File: src/rtl/score_pkg.sv
// Shared types and constants for the score display: BCD digit type,
// glyph geometry, palette conventions and the accumulator state encoding.
package score_pkg;

    typedef logic [3:0] bcd_t;

    localparam int   DIGIT_W         = 32;
    localparam int   DIGIT_H         = 48;
    localparam logic [3:0] TRANSPARENT_IDX = 4'h0;
    localparam bcd_t SCORE_MAX_DIGIT = 4'd9;

    typedef enum logic {
        ACC_IDLE = 1'b0,
        ACC_ADD  = 1'b1
    } acc_state_t;

    // Points above a single decimal digit are treated as the largest digit.
    function automatic bcd_t clamp_points(input logic [3:0] points);
        return (points > SCORE_MAX_DIGIT) ? SCORE_MAX_DIGIT : points;
    endfunction

endpackage

File: src/rtl/score_bcd_accumulator.sv
// Working score: NUM_DIGITS BCD digits (digit 0 is the most significant).
// An accepted add lands in the units digit and the carry then ripples one
// digit per cycle toward digit 0; a carry out of digit 0 pins every digit to 9.
module score_bcd_accumulator
    import score_pkg::*;
#(
    parameter int NUM_DIGITS = 6
) (
    input  logic                    Clk,
    input  logic                    Reset_n,
    input  logic                    clear,
    input  logic                    add_valid,
    input  logic [3:0]              add_points,
    output logic                    add_ready,
    output logic                    idle,
    output logic [4*NUM_DIGITS-1:0] score
);

    localparam int POS_W = (NUM_DIGITS > 1) ? $clog2(NUM_DIGITS) : 1;

    acc_state_t       state;
    bcd_t             digits [NUM_DIGITS];
    logic [POS_W-1:0] pos;
    bcd_t             addend;
    logic [4:0]       sum;
    logic             carry;

    assign idle      = (state == ACC_IDLE);
    assign add_ready = idle && !clear;

    // Sum of the digit under the ripple pointer and the pending addend.
    // NOTE: every always_comb output gets a value on every path (here by
    // plain assignment); a path that skips one would infer a latch.
    always_comb begin
        sum   = {1'b0, digits[pos]} + {1'b0, addend};
        carry = (sum > 5'd9);
    end

    // Flatten the digit array for the display latch in the parent.
    always_comb begin
        score = '0;
        for (int p = 0; p < NUM_DIGITS; p++) begin
            score[4*p +: 4] = digits[p];
        end
    end

    // Handshake, clear/abort, carry ripple and saturation.
    // NOTE: state is updated with non-blocking assignments only, so every
    // register here samples the pre-edge values regardless of statement order.
    always_ff @(posedge Clk) begin
        if (!Reset_n) begin
            state  <= ACC_IDLE;
            pos    <= '0;
            addend <= '0;
            // NOTE: the digit array is architectural state and is reset
            // explicitly; it is a handful of flops, not a RAM.
            for (int p = 0; p < NUM_DIGITS; p++) begin
                digits[p] <= '0;
            end
        end else begin
            case (state)
                ACC_IDLE: begin
                    if (clear) begin
                        for (int p = 0; p < NUM_DIGITS; p++) begin
                            digits[p] <= '0;
                        end
                    end else if (add_valid) begin
                        addend <= clamp_points(add_points);
                        pos    <= POS_W'(NUM_DIGITS - 1);
                        state  <= ACC_ADD;
                    end
                end
                ACC_ADD: begin
                    if (clear) begin
                        for (int p = 0; p < NUM_DIGITS; p++) begin
                            digits[p] <= '0;
                        end
                        state <= ACC_IDLE;
                    end else if (!carry) begin
                        digits[pos] <= sum[3:0];
                        state       <= ACC_IDLE;
                    end else if (pos == '0) begin
                        for (int p = 0; p < NUM_DIGITS; p++) begin
                            digits[p] <= SCORE_MAX_DIGIT;
                        end
                        state <= ACC_IDLE;
                    end else begin
                        digits[pos] <= 4'(sum - 5'd10);
                        pos         <= pos - 1'b1;
                        addend      <= 4'd1;
                    end
                end
                default: state <= ACC_IDLE;
            endcase
        end
    end

endmodule

File: src/rtl/score_digit_renderer.sv
// Score display: owns the per-frame shadow copy of the score and the
// three-stage render pipeline that turns the beam position into a glyph ROM
// address and then into a palette index for the digit under the beam.
module score_digit_renderer
    import score_pkg::*;
#(
    parameter int NUM_DIGITS = 6,
    parameter int ORIGIN_X   = 448,
    parameter int ORIGIN_Y   = 16
) (
    input  logic        Clk,
    input  logic        Reset_n,
    input  logic [9:0]  DrawX,
    input  logic [9:0]  DrawY,
    input  logic        frame_start,
    input  logic        clear,
    input  logic        add_valid,
    output logic        add_ready,
    input  logic [3:0]  add_points,
    output logic [10:0] rom_read_address,
    input  logic [39:0] rom_data,
    output logic [3:0]  pixel_index,
    output logic        pixel_on
);

    localparam int POS_W = (NUM_DIGITS > 1) ? $clog2(NUM_DIGITS) : 1;
    localparam logic [10:0] X_LO = 11'(ORIGIN_X);
    localparam logic [10:0] X_HI = 11'(ORIGIN_X + DIGIT_W * NUM_DIGITS);
    localparam logic [10:0] Y_LO = 11'(ORIGIN_Y);
    localparam logic [10:0] Y_HI = 11'(ORIGIN_Y + DIGIT_H);

    logic [4*NUM_DIGITS-1:0] score;
    logic                    idle;
    bcd_t                    shadow [NUM_DIGITS];
    logic                    pending;

    logic                    in_box;
    logic [9:0]              rx;
    logic [5:0]              ry_row;
    logic [POS_W-1:0]        col_pos;
    logic                    hit_s1, hit_s2;
    bcd_t                    digit_s1, digit_s2;
    logic [3:0]              nibble;

    score_bcd_accumulator #(
        .NUM_DIGITS (NUM_DIGITS)
    ) u_accumulator (
        .Clk        (Clk),
        .Reset_n    (Reset_n),
        .clear      (clear),
        .add_valid  (add_valid),
        .add_points (add_points),
        .add_ready  (add_ready),
        .idle       (idle),
        .score      (score)
    );

    // Copy the score for display at frame start, deferred past any add in flight.
    always_ff @(posedge Clk) begin
        if (!Reset_n) begin
            pending <= 1'b0;
            for (int p = 0; p < NUM_DIGITS; p++) begin
                shadow[p] <= '0;
            end
        end else if (idle && (frame_start || pending)) begin
            pending <= 1'b0;
            for (int p = 0; p < NUM_DIGITS; p++) begin
                shadow[p] <= score[4*p +: 4];
            end
        end else if (frame_start) begin
            pending <= 1'b1;
        end
    end

    // Beam position relative to the score box and the glyph cell it falls in.
    always_comb begin
        in_box  = ({1'b0, DrawX} >= X_LO) && ({1'b0, DrawX} < X_HI) &&
                  ({1'b0, DrawY} >= Y_LO) && ({1'b0, DrawY} < Y_HI);
        rx      = 10'({1'b0, DrawX} - X_LO);
        ry_row  = 6'({1'b0, DrawY} - Y_LO);
        col_pos = POS_W'(rx[9:5]);
        nibble  = rom_data[{digit_s2, 2'b00} +: 4];
    end

    // Address, ROM-latency alignment and palette select, one stage per edge.
    always_ff @(posedge Clk) begin
        if (!Reset_n) begin
            rom_read_address <= '0;
            hit_s1           <= 1'b0;
            digit_s1         <= '0;
            hit_s2           <= 1'b0;
            digit_s2         <= '0;
            pixel_index      <= TRANSPARENT_IDX;
            pixel_on         <= 1'b0;
        end else begin
            rom_read_address <= in_box ? {ry_row, rx[4:0]} : 11'd0;
            hit_s1           <= in_box;
            digit_s1         <= in_box ? shadow[col_pos] : 4'd0;
            hit_s2           <= hit_s1;
            digit_s2         <= digit_s1;
            pixel_index      <= hit_s2 ? nibble : TRANSPARENT_IDX;
            pixel_on         <= hit_s2 && (nibble != TRANSPARENT_IDX);
        end
    end

endmodule

File: config.mk
export PLATFORM = sky130hd
export DESIGN_NAME = score_digit_renderer
export DESIGN_NICKNAME = d
export VERILOG_FILES = /design/src/rtl/score_pkg.sv /design/src/rtl/score_bcd_accumulator.sv /design/src/rtl/score_digit_renderer.sv
export SDC_FILE = /design/constraint.sdc
export NUM_CORES = 1
export LEC_CHECK = 0
export ABC_AREA = 1
export CORE_UTILIZATION = 40
export DETAILED_ROUTE_END_ITERATION = 10
export REMOVE_ABC_BUFFERS = 1
export SLEW_MARGIN = 20
export SYNTH_ARGS = -nofsm -noshare
export SYNTH_HDL_FRONTEND = slang
export SYNTH_SLANG_ARGS = --single-unit
File: constraint.sdc
create_clock -name Clk -period 8.5 [get_ports Clk]
set_input_delay 1.7 -clock Clk [delete_from_list [all_inputs] [get_ports Clk]]
set_output_delay 1.7 -clock Clk [all_outputs]
set_load 0.01 [all_outputs]
## Word level (Yosys, flattened, before mapping)

Memories as Yosys holds them, arrays and structs flattened. A register that Yosys moved wholly into a read port is not among the register bits.
Cells that the tools add are included.

- Add/subtract/negate cells: 5
- Multipliers: 0
- Divide/modulo/power cells: 0
- $lt $le $gt $ge: 6
- Equality and inequality tests: 5
- Shift-type cells: 1
- Multiplexer cells: 74
- Bitwise operators: 27
- Reduce and logical (&&, ||, !) cells: 16

Operators with widths:

| cell | count |
|---|---|
| 4-bit 2-to-1 mux | 32 |
| 40-bit by 7-bit indexed part select with 4-bit output | 1 |
| 1-bit 2-to-1 mux | 31 |
| 1-bit OR | 25 |
| 3-bit 2-to-1 mux | 8 |
| 10-bit by 5-bit greater-or-equal comparator with 1-bit output, second input constant | 1 |
| 10-bit by 9-bit greater-or-equal comparator with 1-bit output, second input constant | 1 |
| 10-bit < comparator, second input constant | 1 |
| 10-bit by 7-bit < comparator with 1-bit output, second input constant | 1 |
| 2-bit inequality test, second input constant | 5 |
| 4-bit case mux with 2 select lines | 1 |
| 8-bit subtractor, second input constant | 1 |
| 1-bit logical AND | 6 |
| 3-bit case mux with 2 select lines | 1 |
| 6-bit by 5-bit subtractor with 6-bit output, second input constant | 1 |
| 4-bit by 4-bit adder with 5-bit output | 1 |
| 5-bit by 4-bit > comparator with 1-bit output, second input constant | 1 |
| 5-bit AND reduction | 1 |
| 4-bit > comparator, second input constant | 1 |
| 2-bit AND reduction | 2 |
| 4-bit nonzero test | 1 |
| 4-bit OR reduction | 1 |
| 4-bit subtractor, second input constant | 1 |
| 3-bit zero test | 1 |
| other kinds (6) | 8 |

- Register bits after elaboration: 31
- Latch bits: 0
- RAM bits: 48
- Bits in read-only memories: 0
- Input port bits: 69
- Word-level logic and storage cells: 146
- Memories kept: 2

Memory list:

| name | depth | bits a word | rd ports | clocked after memory_dff | wr ports | RTL line | RTL |
|---|---|---|---|---|---|---|---|
| shadow | 6 | 4 | 1 | 1 | 6 | score_digit_renderer.sv:34 | `bcd_t shadow [NUM_DIGITS];` |
| u_accumulator.digits | 6 | 4 | 7 | 1 | 6 | score_bcd_accumulator.sv:22 | `bcd_t digits [NUM_DIGITS];` |

## Depth between registers and ports, before layout

- Depth after elaboration: 10
- Mapped depth: 23
- Depth with buffers taken out: 22

## By module

Synthesis repeated with hierarchy kept, for this count alone.

- Cell total of the unflattened synthesis: 600
- Area, all modules: 4854.7 um^2

By module, submodules not included:

| module | instances | cells an instance | area each (um^2) |
|---|---|---|---|
| score_digit_renderer | 1 | 322 | 2444.8 |
| score_bcd_accumulator | 1 | 278 | 2409.8 |

## Worst setup path before layout

OpenSTA, ideal clock, no wires.

- Kind: in2reg
- Start: input port frame_start
- End: memory shadow[0][0] in the netlist's numbering, enable pin
- Library setup time: 0.441 ns
- Data arrival time: 3.529 ns
- Data required time: 8.059 ns
- Setup slack: 4.531 ns
- Cell stages on the path: 2
- Path buffers: 0
- Cell sequence: nor2_1 o21ai_0

RTL lines:

| what | RTL line | RTL |
|---|---|---|
| start, declared | score_digit_renderer.sv:15 | `input logic frame_start,` |
| end, declared | score_digit_renderer.sv:34 |  |

## Worst setup path in the final report

- Start: input port clear
- End: output port add_ready

- Cells in the longest elaborated chain, start to end: 2

RTL lines:

| what | RTL line | RTL |
|---|---|---|
| start, declared | score_digit_renderer.sv:16 | `input logic clear,` |
| 1-bit zero test | score_bcd_accumulator.sv:29 | `assign add_ready = idle && !clear;` |
| 1-bit logical AND | score_bcd_accumulator.sv:29 |  |
| end, declared | score_digit_renderer.sv:18 | `output logic add_ready,` |

Every way passes these cells.

==> flow_summary.toml <==
[run_status]
status = "completed"

[floorplanning]
coreArea_mm2 = 0.01103
initial_utilization_pct = 41.79
num_rows = 38
fp.dieW_um = 109.3
ios = 86
die_area_mm2 = 0.01196
die_h_um = 109.3

[clock_network]
cts_sinks = 94
cts_tree = "yes"
root_buffer = "clkbuf_16"
clk_latency_ns = 0.34
path_clk_slew_ns = 0.07
cts_resized = 0
numCtsBuffers = 9
h-tree-depth = 3
clock_path_buffers = 2
holdBufCountCts = 0
post-cts-setup-buffers = 0

[yosys]
synth_compound_area_share_pct = 12.60
syn_inst = 561
yosys_warnings = 0
ys_seq_elements = 94
ys_types = 30
ys_seq_area_share_pct = 52.99
syn_area_mm2 = 0.004609
synthSimpleGateAreaFrac_pct = 22.88
syn_area_per_cell_um2 = 8.216
synthXorXnorAreaFrac_pct = 0
synthAdderAreaFrac_pct = 3.420
synth_mux_area_share_pct = 0
synth_top_family_by_area = "simple AND/OR/NAND/NOR gates"

[worst_setup_path]
crit_fanout = 5
crit_arrival_ns = 2.97
cp_slowest_stage_delay_ns = 0.56
worst_path_most_repeated_cell = "clkdlybuf4s50_1"
regToRegSetupSlack_ns = 4.06
critPathKind = "input port to output pin"
cp_slowest_cell = "clkdlybuf4s50_1"
worstPathCellList = "clkdlybuf4s50_1, nor2_1, clkdlybuf4s50_1"
worstReg2RegEnd = "u_accumulator.digits[7][2]$_DFFE_PP_"
worstSetupStartpointType = "input port"
cp-end-kind = "output pin"
rr_worst_depth = 19
worstPathRequired_ns = 6.80

[power]
ir_drop_uv = 131.3
p_comb_share_pct = 14.4
power_density_mw_per_mm2 = 183.0
p_switching_mw = 0.2866
power_frac_clock_pct = 37.9
switching_share_pct = 26.62
p_leak_nw = 2.462
cell_internal_pwr_mw = 0.7902
seq_power_share_pct = 47.7

[final_layout]
drive_above_1_share_pct = 6.667
final_common_cell = "nor2_1"
diodes = 0
area_growth_pct = 27.66
seq_area_mm2 = 0.002442
layout_common_cells = "117 x nor2_1, 102 x nand2_1, 85 x clkdlybuf4s50_1"
finalNetCount = 721
multi_input_area_mm2 = 0.001804
fill_cells = 1069

[timing]
worst_hold_slack_ns = 0.4123
slew_headroom_pct = 49.10
final_max_slew_viol_count = 0
worst_pin_slew_ns = 0.7607
hold_viol = 0
rsz0062_at_grt = "no"
clock_skew_ns = 0.01343
finalSetupTns_ns = 0
timing.fmax_mhz = 214.2
post-route-min-period_ns = 4.668
setup_viol = 0
period_share_pct = 54.92

[placed_design]
hpwlAfterDp_um = 8063
io_buffers = 85
routabilityCongestion = 0.9982

[global_routing]
grt_first_pass_wirelength_um = 16940
grt_busiest_layer = "met2"
antenna_found_initial = 0
grt_start_max_net_pins = 26
use_met1_pct = 24.34
met3_usage_pct = 3.497
grtUsageMet2_pct = 30.77
grt_pass1_vias = 3547
grt_util_all_layers_pct = 18.57
grt_remaining_overflow = 0

[drt]
drc = 0
wl_per_cell_um = 13.66
drtIter0Drc = 264
via_per_inst = 4.871
drt_pre_antenna_iters = 5
ant_nets = 0
routed_wirelength_um = 10730
vias = 3824

[hold_path]
hp-class = "flop to flop"
hp-start = "digit_s1[2]$_SDFF_PN0_"
min_to = "digit_s2[2]$_SDFF_PN0_"
hold_depth = 2

[flow_run]
drv_cap = 0
==> cell usage after synthesis, drive strengths merged <==
library cell | count | area [um^2]
edfxtp | 56 | 1682
a211oi | 1 | 20.02
o21ai | 50 | 261.5
o32ai | 4 | 35.03
a31oi | 4 | 25.02
nor3b | 1 | 7.510
nand2 | 106 | 412.9
o211ai | 3 | 22.52
or2 | 2 | 12.51
fa | 1 | 20.02
inv | 79 | 296.5
clkbuf | 15 | 56.30
buf | 3 | 21.27
nand3 | 19 | 100.1
a21oi | 38 | 216.5
ha | 11 | 137.6
nor2 | 117 | 439.2
dfxtp | 38 | 760.7
nand4 | 3 | 25.02
nor3 | 9 | 50.05
nand3b | 1 | 7.510
==> layer usage <==
metal,up-vias,share of wire [%]
met5,-,0
met4,0,1.9
met3,15,6.4
met2,131,44
met1,1701,48
li1,1977,-
==> through the flow <==
stage | instances | cell area, um^2 | util [%] | power, mW | worst slack (ns)
after floorplan | 543 | 4532 | - | 0.6094 | 4.531
after global placement | 769 | 5569 | 50.49 | 0.6734 | 3.859
after detailed placement | 769 | 5569 | 50.49 | 0.6776 | 3.839
after CTS | 785 | 5877 | 53.28 | 1.082 | 3.831
after global routing | 785 | 5884 | 53.35 | 1.118 | 3.670
final | 785 | 5884 | 53.35 | 1.077 | 3.832
==> power by group through the flow <==
| stage | Sequential (mW) | Clock [mW] | Combinational (mW) |
|---|---|---|---|
| 6_report | 0.514 | 0.408 | 0.155 |
| 3_5_place_dp | 0.524 | 0 | 0.154 |
| 2_1_floorplan | 0.520 | 0 | 0.0892 |
| 4_1_cts | 0.514 | 0.413 | 0.155 |
| 3_3_place_gp | 0.523 | 0 | 0.150 |
| 5_1_grt | 0.516 | 0.429 | 0.173 |
==> state kept, by name (all words and copies together) (netlist names), named ones only <==
| register | cells |
|---|---|
| hit_s1 | 1 |
| u_accumulator.pos | 3 |
| shadow | 24 |
| rom_read_address | 11 |
| hit_s2 | 1 |
| u_accumulator.state | 1 |
| digit_s2 | 4 |
| u_accumulator.digits | 32 |
| digit_s1 | 4 |
| pixel_on | 1 |
| pending | 1 |
| pixel_index | 4 |
| u_accumulator.addend | 4 |
==> layout make-up <==
| cell class | count | area share, % |
|---|---|---|
| sequential | 94 | 41.51 |
| multi-input combinational | 370 | 30.66 |
| timing repair buffer | 86 | 14.59 |
| inverter | 79 | 5.039 |
| clock buffer | 10 | 4.253 |
| tap | 140 | 2.977 |
| clock inverter | 6 | 0.9781 |
==> logic make-up after synthesis <==
kind of cell | Yosys count
AOI/OAI and AO/OA | 100
adders and majority gates | 12
buffers and inverters | 97
DFF | 94
and+or+nand+nor | 258
==> worst max-delay path: cells and delay by family <==
family        cells  cell delay (ns)
buf+inv           2             1.09
simple gates      1             0.18
==> worst max-delay path by stage <==
stage / start / to / slack (ns) / cells past startpoint
floorplan: frame_start / shadow[0][0]$_SDFFCE_PN0P_ / 4.53 / 2
global placement: clear / add_ready / 3.86 / 3
detailed placement: clear / add_ready / 3.84 / 3
CTS: clear / add_ready / 3.83 / 3
global route: flop / u_accumulator.digits[7][1]$_DFFE_PP_ / 3.67 / 19
finish: clear / add_ready / 3.83 / 3
Note: power is estimated with default switching activity, not from simulation.
